[src/rtl/register_bank.sv]
`default_nettype none
// ============================================================================
// Module   : register_bank
// Brief    : DEPTH x WIDTH architectural register file with one byte-enabled
//            write port, NRD combinational read ports, an optional hardwired
//            zero register and a saturating committed-write counter.
//            Optional build macro REGISTER_BANK_BYPASS_EN enables same-cycle
//            write-first forwarding from the write port to the read ports.
// Revision : 1.0 - initial release
// ============================================================================
module register_bank #(
    parameter int WIDTH    = 32,
    parameter int DEPTH    = 32,
    parameter int NRD      = 2,
    parameter int ZERO_REG = 1
) (
    input  logic                         clk,
    input  logic                         rst,
    input  logic                         wr,
    input  logic [$clog2(DEPTH)-1:0]     wr_addr,
    input  logic [WIDTH-1:0]             wr_data,
    input  logic [WIDTH/8-1:0]           wr_be,
    input  logic [NRD*$clog2(DEPTH)-1:0] rd_addr,
    output logic [NRD*WIDTH-1:0]         rd_data,
    output logic [15:0]                  wr_count
);

    localparam int          c_AW      = $clog2(DEPTH);
    localparam int          c_NB      = WIDTH / 8;
    localparam logic [15:0] c_CNT_MAX = 16'hFFFF;

    // Storage is kept packed so the asynchronous clear is a single assignment.
    logic [DEPTH-1:0][WIDTH-1:0] r_mem;
    logic [15:0]                 r_wr_count;

    // A write aimed at the hardwired zero register is dropped entirely.
    logic w_zero_wr;
    logic w_commit;

    assign w_zero_wr = (ZERO_REG != 0) && (wr_addr == '0);
    assign w_commit  = wr && (|wr_be) && !w_zero_wr;

`ifdef REGISTER_BANK_BYPASS_EN
    // Forwarding is suppressed while reset is asserted so reads stay at zero.
    logic w_fwd_en;
    assign w_fwd_en = wr && rst;
`endif

    // Byte-masked write into the addressed word; reset clears all words.
    always_ff @(posedge clk or negedge rst) begin
        if (!rst) begin
            r_mem <= '0;
        end else if (wr && !w_zero_wr) begin
            for (int b = 0; b < c_NB; b++) begin
                if (wr_be[b]) begin
                    r_mem[wr_addr][8*b +: 8] <= wr_data[8*b +: 8];
                end
            end
        end
    end

    // Count committed writes, holding once the counter reaches its maximum.
    always_ff @(posedge clk or negedge rst) begin
        if (!rst) begin
            r_wr_count <= '0;
        end else if (w_commit && (r_wr_count != c_CNT_MAX)) begin
            r_wr_count <= r_wr_count + 16'd1;
        end
    end

    assign wr_count = r_wr_count;

    generate
        for (genvar k = 0; k < NRD; k++) begin : g_rd
            logic [c_AW-1:0]  w_addr;
            logic [WIDTH-1:0] w_word;

            assign w_addr = rd_addr[k*c_AW +: c_AW];

            // Look up the addressed word, optionally overlay the in-flight
            // write, and let the zero register override everything.
            always_comb begin
                w_word = r_mem[w_addr];
`ifdef REGISTER_BANK_BYPASS_EN
                if (w_fwd_en && (w_addr == wr_addr)) begin
                    for (int b = 0; b < c_NB; b++) begin
                        if (wr_be[b]) begin
                            w_word[8*b +: 8] = wr_data[8*b +: 8];
                        end
                    end
                end
`endif
                if ((ZERO_REG != 0) && (w_addr == '0)) begin
                    w_word = '0;
                end
            end

            assign rd_data[k*WIDTH +: WIDTH] = w_word;
        end
    endgenerate

endmodule
`default_nettype wire
[config.mk]
export PLATFORM = sky130hd
export DESIGN_NAME = register_bank
export DESIGN_NICKNAME = d
export VERILOG_FILES = /design/src/rtl/register_bank.sv
export SDC_FILE = /design/constraint.sdc
export NUM_CORES = 2
export LEC_CHECK = 0
export CORE_MARGIN = 4
export CORE_UTILIZATION = 65
export CTS_BUF_LIST = sky130_fd_sc_hd__clkbuf_4 sky130_fd_sc_hd__clkbuf_8 sky130_fd_sc_hd__clkbuf_16
export CTS_CLUSTER_SIZE = 40
export DETAILED_ROUTE_END_ITERATION = 8
export DONT_BUFFER_PORTS = 1
export PLACE_DENSITY = 0.85
export REMOVE_ABC_BUFFERS = 1
export SYNTH_ARGS = -nofsm -noshare
export SYNTH_HDL_FRONTEND = slang
export SYNTH_SLANG_ARGS = --single-unit
[constraint.sdc]
create_clock -name clk -period 2.75 [get_ports clk]
set_input_delay 0.275 -clock clk [delete_from_list [all_inputs] [get_ports clk]]
set_output_delay 0.275 -clock clk [all_outputs]
set_load 0.01 [all_outputs]
## Word level (Yosys, flattened, before mapping)

Cells that the tools add are included.

| storage, ports and cells | value |
|---|---|
| logic and storage cells | 74 |
| memories kept | 0 |
| memory bits (writable) | 0 |
| output and inout port bits | 80 |
| input port bits | 54 |
| ROM bits | 0 |
| bits in latches | 0 |
| register bits | 1,040 |

| cells by class | value |
|---|---|
| multiplexer cells | 25 |
| multiply operators | 0 |
| order comparisons | 4 |
| shift operators | 0 |
| add/subtract/negate cells | 1 |
| eq/ne operators | 1 |
| reductions and logical operators | 10 |
| bitwise operators | 0 |
| divide/modulo/power cells | 0 |

Operator list:

| cell | count |
|---|---|
| $mux W1024 | 7 |
| $bwmux W1024 | 4 |
| $demux W32 S5 | 4 |
| $bmux W32 S5 | 2 |
| $mux W32 | 5 |
| $mux W24 | 1 |
| $lt A5 B6 Y1 const B | 3 |
| $add A16 B1 Y16 const B | 1 |
| $mux W16 | 1 |
| $ne A16 B16 Y1 const B | 1 |
| $logic_not A5 Y1 | 3 |
| $mux W8 | 1 |
| $ge A5 B1 Y1 const B | 1 |
| $logic_and A1 B1 Y1 | 5 |
| $reduce_or A4 Y1 | 1 |
| $logic_not A1 Y1 | 1 |

## Logic depth before layout (Yosys ltp)

| logic depth | value |
|---|---|
| depth in word-level cells | 15 |
| depth in mapped cells | 8 |
| gate-level depth less buffers | 6 |

## Worst setup path before layout

OpenSTA, ideal clock, no wires.

| path | value |
|---|---|
| path kind | input to output |
| start point | input port rd_addr[6] |
| end point | output port rd_data[40] |
| arrival | 1,923 ps |
| required time | 2,475 ps |
| setup slack | 552 ps |
| stages | 8 |
| path buffers | 4 |
| path through | clkbuf_1 -> buf_2 -> buf_2 -> buf_4 -> mux4_2 -> mux2_2 -> o21ai_0 -> a21oi_1 |

| on the way | value |
|---|---|
| word-level cells in the longest chain between the ends | 3 |
| elaborated cells between the ends (all ways) | 4 |
| those cells by class | 3 x mux; 1 x reduce/logical |

Ends and longest elaborated chain:

| element | line | text |
|---|---|---|
| from (decl) | 23 | `input logic [NRD*$clog2(DEPTH)-1:0] rd_addr,` |
| $bmux W32 S5 | 83 | `w_word = r_mem[w_addr];` |
| $mux W32 (implied by the code) | 83 |  |
| $mux W32 * | 93 | `if ((ZERO_REG != 0) && (w_addr == '0)) begin` |
| to (decl) | 24 | `output logic [NRD*WIDTH-1:0] rd_data,` |

Every way passes the cells marked *; elsewhere a longest branch is shown, timed or not. The select of a mux whose other input is x is not followed.

## Final worst setup path

| path | value |
|---|---|
| start point | register r_mem[370] (netlist bit) |
| end point | output port rd_data[18] |

| on the way | value |
|---|---|
| word-level cells in the longest chain between the ends | 3 |

Ends and longest elaborated chain:

| element | line | text |
|---|---|---|
| from (decl) | 33 | `logic [DEPTH-1:0][WIDTH-1:0] r_mem;` |
| from (signal, indexed assignment) | 56 | `r_mem[wr_addr][8*b +: 8] <= wr_data[8*b +: 8];` |
| $bmux W32 S5 | 83 |  |
| $mux W32 (implied by the code) | 83 |  |
| $mux W32 | 93 |  |

No other way between the ends. The select of a mux whose other input is x is not followed.

==> results by group <==
Clock network
  • Worst skew pair latency: 0.67 ns
  • Root buf cell: clkbuf_16
  • CTS max path bufs: 3
  • Clk sink count: 1040
  • CTS H-Tree Depth: 3
  • Clock transition at path regs: 0.06 ns
  • Number of buffers created by CTS: 107
  • Hold-fix buffers, CTS: 34
  • CTS tree: built

Synth
  • Synth Cell Area: 55350 µm²
  • Top cell type's share of synthesized area: about 47%
  • Post-synthesis cell count: 3625
  • Syn Area/Cell: 15.27 µm²
  • Largest area contributor in the netlist: dfrtp_1
  • #FFs+latches synth: ~1000
  • Netlist cell types: 40
  • Post-synthesis sequential area ratio: between 40 and 50%
  • Largest cells by area after synthesis: dfrtp_1, mux2_2, mux4_2
  • Yosys warnings: 0

Status
  • Failing checks: hold timing
  • Status: finished with violations

Placed design
  • Placed insts: 4618
  • Setup WS pre-CTS: just over 0.5 ns
  • Global placer's final weighted congestion: a little under 0.9
  • Number of buffers inserted by port buffering: 0
  • Hpwl dp: 94160 µm

Timing
  • Slew headroom: 14.77%
  • Final Max Slew Viols: 0
  • Setup violators final: 0
  • Final WS setup: 0.04659 ns
  • Worst clock skew: between 0.002 and 0.0025 ns
  • Worst hold slack: -0.6902 ns
  • Final Hold Viols: 213
  • Min cycle time layout: 2.703 ns
  • Crit share post-route: roughly 98%
  • Fmax: between 0.3 and 0.4 GHz
  • Worst-Margin Slew: 1.274 ns

Route
  • Via density: 7.319
  • DRC Markers: 0
  • Final ANT Viol Nets: 0
  • WL per Instance: 32.55 µm
  • Via count: 35550
  • DRT Pass-1 Iters: 6
  • DRT Wirelength: between 150000 and 200000 µm
  • DRT iter0 DRCs: 3903

Power
  • Switching power: 10.28 mW
  • Lkg Pwr: 27.29 nW
  • Clock Power Share: about two fifths
  • Pwr dens: 653.9 nW/µm²
  • Sw frac: approximately 25%
  • Pint: 30.79 mW
  • Final Power: 41.07 mW
  • Reg power frac: between 40% and 50%
  • Comb pwr share: 15.6%
  • Worst vdd ir: a little under 0.0006 V

GRT
  • First-pass GRT wire length: 242800 µm
  • Vias in the first global route: 38830
  • Total Routing Usage GR: 35.64%
  • Grt total ovfl: 0
  • Largest net degree at the start of global routing: around 1000
  • Initial antenna violation count: 2

Floorplanning
  • Io pins: between 100 and 150
  • Die Area: 89880 µm²
  • Initial Utilization: ~66%
  • Rows: between 100 and 150
  • Chip width: 299.8 µm
  • Core area: 84090 µm²
  • Die Y: 299.8 µm

Worst setup path
  • Req. time, crit path: 2.48 ns
  • Max FO, Critical Path: 3
  • Critical Path End Type: primary output
  • Origin of the critical flop-to-flop path: wr_count[0]
  • WS Path Type: register to primary output
  • CP Launch Point: r_mem[370]
  • Reg2reg end: wr_count[11]
  • Worst EP arrival: 2.43 ns
  • Nature of the critical path startpoint: register
  • Crit path to: rd_data[18]
  • R2R cell count: 6
  • R2r setup slk: around 0.77 ns

Flow run
  • Maxcap violations: 0

Min path
  • HP Class: input port to async pin

Final layout
  • Syn-to-layout area delta: 13.48%
  • Fraction of layout cells with a size suffix above 1: 57.74%
  • Cell Count, Final, Fillers Out: 4857
  • Fin nets: about 3700
## power by group through the flow
stage | registers [mW] | clock network [mW] | logic, mW
3_3_place_gp | 18.7 | 0 | 5.45
3_5_place_dp | 19.1 | 0 | 5.72
5_1_grt | 19.1 | 16.5 | 6.82
4_1_cts | 18.9 | 15.8 | 6.04
6_report | 18.9 | 15.7 | 6.41
2_1_floorplan | 18.5 | 0 | 4.65
## layout make-up
cell class,count,area (µm²)
repair buffers,225,3436
multi-input cells,2255,28050
inverters,3,11.26
clock inverters,37,529.3
diodes,1,2.502
fillers,4797,21280
flip-flops and latches,1040,26030
clock buffers,162,3329
well taps,1134,1419
## through the flow
| step | instance area [µm²] | utilization (%) | TNS [ns] |
|---|---|---|---|
| global route | 62810 | 74.69 | -0.01471 |
| floorplan | 53990 | - | -21.83 |
| global placement | 58420 | 69.48 | 0 |
| CTS | 62640 | 74.50 | 0 |
| finish | 62810 | 74.69 | 0 |
| detailed placement | 58420 | 69.48 | 0 |
## routing by layer
layer | vias to the layer above | part of all wire (%) | GRT usage (%)
li1 | 14000 | - | -
met1 | 18770 | 36 | 45.74
met2 | 2228 | 48 | 56.34
met3 | 549 | 11 | 9.907
met4 | 4 | 5.2 | 17.82
met5 | - | 0.18 | 3.571
## synth_stat cells
cell      instances
a211oi_1          1
a21oi_1          84
a221oi_1         18
a22oi_1          46
a31oi_1          46
and2_1            4
and3_1            4
and3b_1           2
and4_1            2
buf_1            21
buf_2            95
buf_4             4
clkbuf_1        207
dfrtp_1        1040
ha_1              1
inv_1             3
mux2_2         1103
mux2i_1          82
mux4_2          512
nand2_1          86
nand2b_1          2
nand3_1           4
nand4_1           3
nand4b_1          1
nor2_1           32
nor2_2          120
nor2b_1           8
nor3_1            4
nor3_2            1
nor3b_1           3
nor4_1            2
nor4_2            1
o211a_1           1
o211ai_1          1
o21a_1            1
o21ai_0          49
o21ai_1          15
or2_2             2
xnor2_1           6
xor2_1            8
## worst min-delay path by stage
stage,startpoint,end,depth (start not counted)
4_1_cts,rst,r_mem[807],0
2_1_floorplan,rst,r_mem[0],0
6_report,rst,r_mem[807],0
5_1_grt,rst,r_mem[934],0
3_3_place_gp,rst,r_mem[903],0
3_5_place_dp,rst,r_mem[807],0
## worst max-delay path: stages (launching register included)
cell	delay (ns)
dfrtp_1	0.40
mux4_2	0.49
mux2_2	0.27
o21ai_0	0.40
a21oi_1	0.20
## cells in the final DEF, fill, tap and decap left out, types with 23 or more instances in the layout
master | synthesis | final
o21ai_0 | 49 | 40
nor2_1 | 32 | 28
o21ai_1 | 15 | 23
mux2_2 | 1103 | 1103
mux2i_1 | 82 | 81
a22oi_1 | 46 | 46
dlygate4sd3_1 | 0 | 33
a31oi_1 | 46 | 46
mux4_2 | 512 | 512
buf_4 | 4 | 62
clkbuf_16 | 0 | 111
clkbuf_8 | 0 | 27
buf_12 | 0 | 125
nor2_2 | 120 | 122
nand2_1 | 86 | 84
a21oi_1 | 84 | 84
clkbuf_4 | 0 | 24
dfrtp_1 | 1040 | 1040
## registers in the layout (all words and copies together) (netlist names)
signal    flops
wr_count     16
r_mem      1024
## what timing repair did
| item | CTS | global route |
|---|---|---|
| endpoints found under the setup margin | 1 | 13 |
| endpoints found under the hold margin | 2032 | 213 |
| buffers inserted | 0 | 0 |
| gates resized for setup | 1 | 14 |
## kinds of logic (layout without fill, tap and decap cells)
kind of cell             after synthesis  count (layout)  share of synthesized area (%)
AO/OA/AOI/OAI                        262             262                          2.826
AND/OR/NAND/NOR                      281             281                          2.672
adder cells (fa/ha/maj)                1               1                        0.02260
XOR/XNOR                              14              14                         0.2215
multiplexers                        1697            1697                          44.76
buffers and inverters                330             427                          2.480
flip-flops                          1040            1040                          47.02
other                                  0               1                              0
Note: power is estimated with default switching activity, not from simulation.
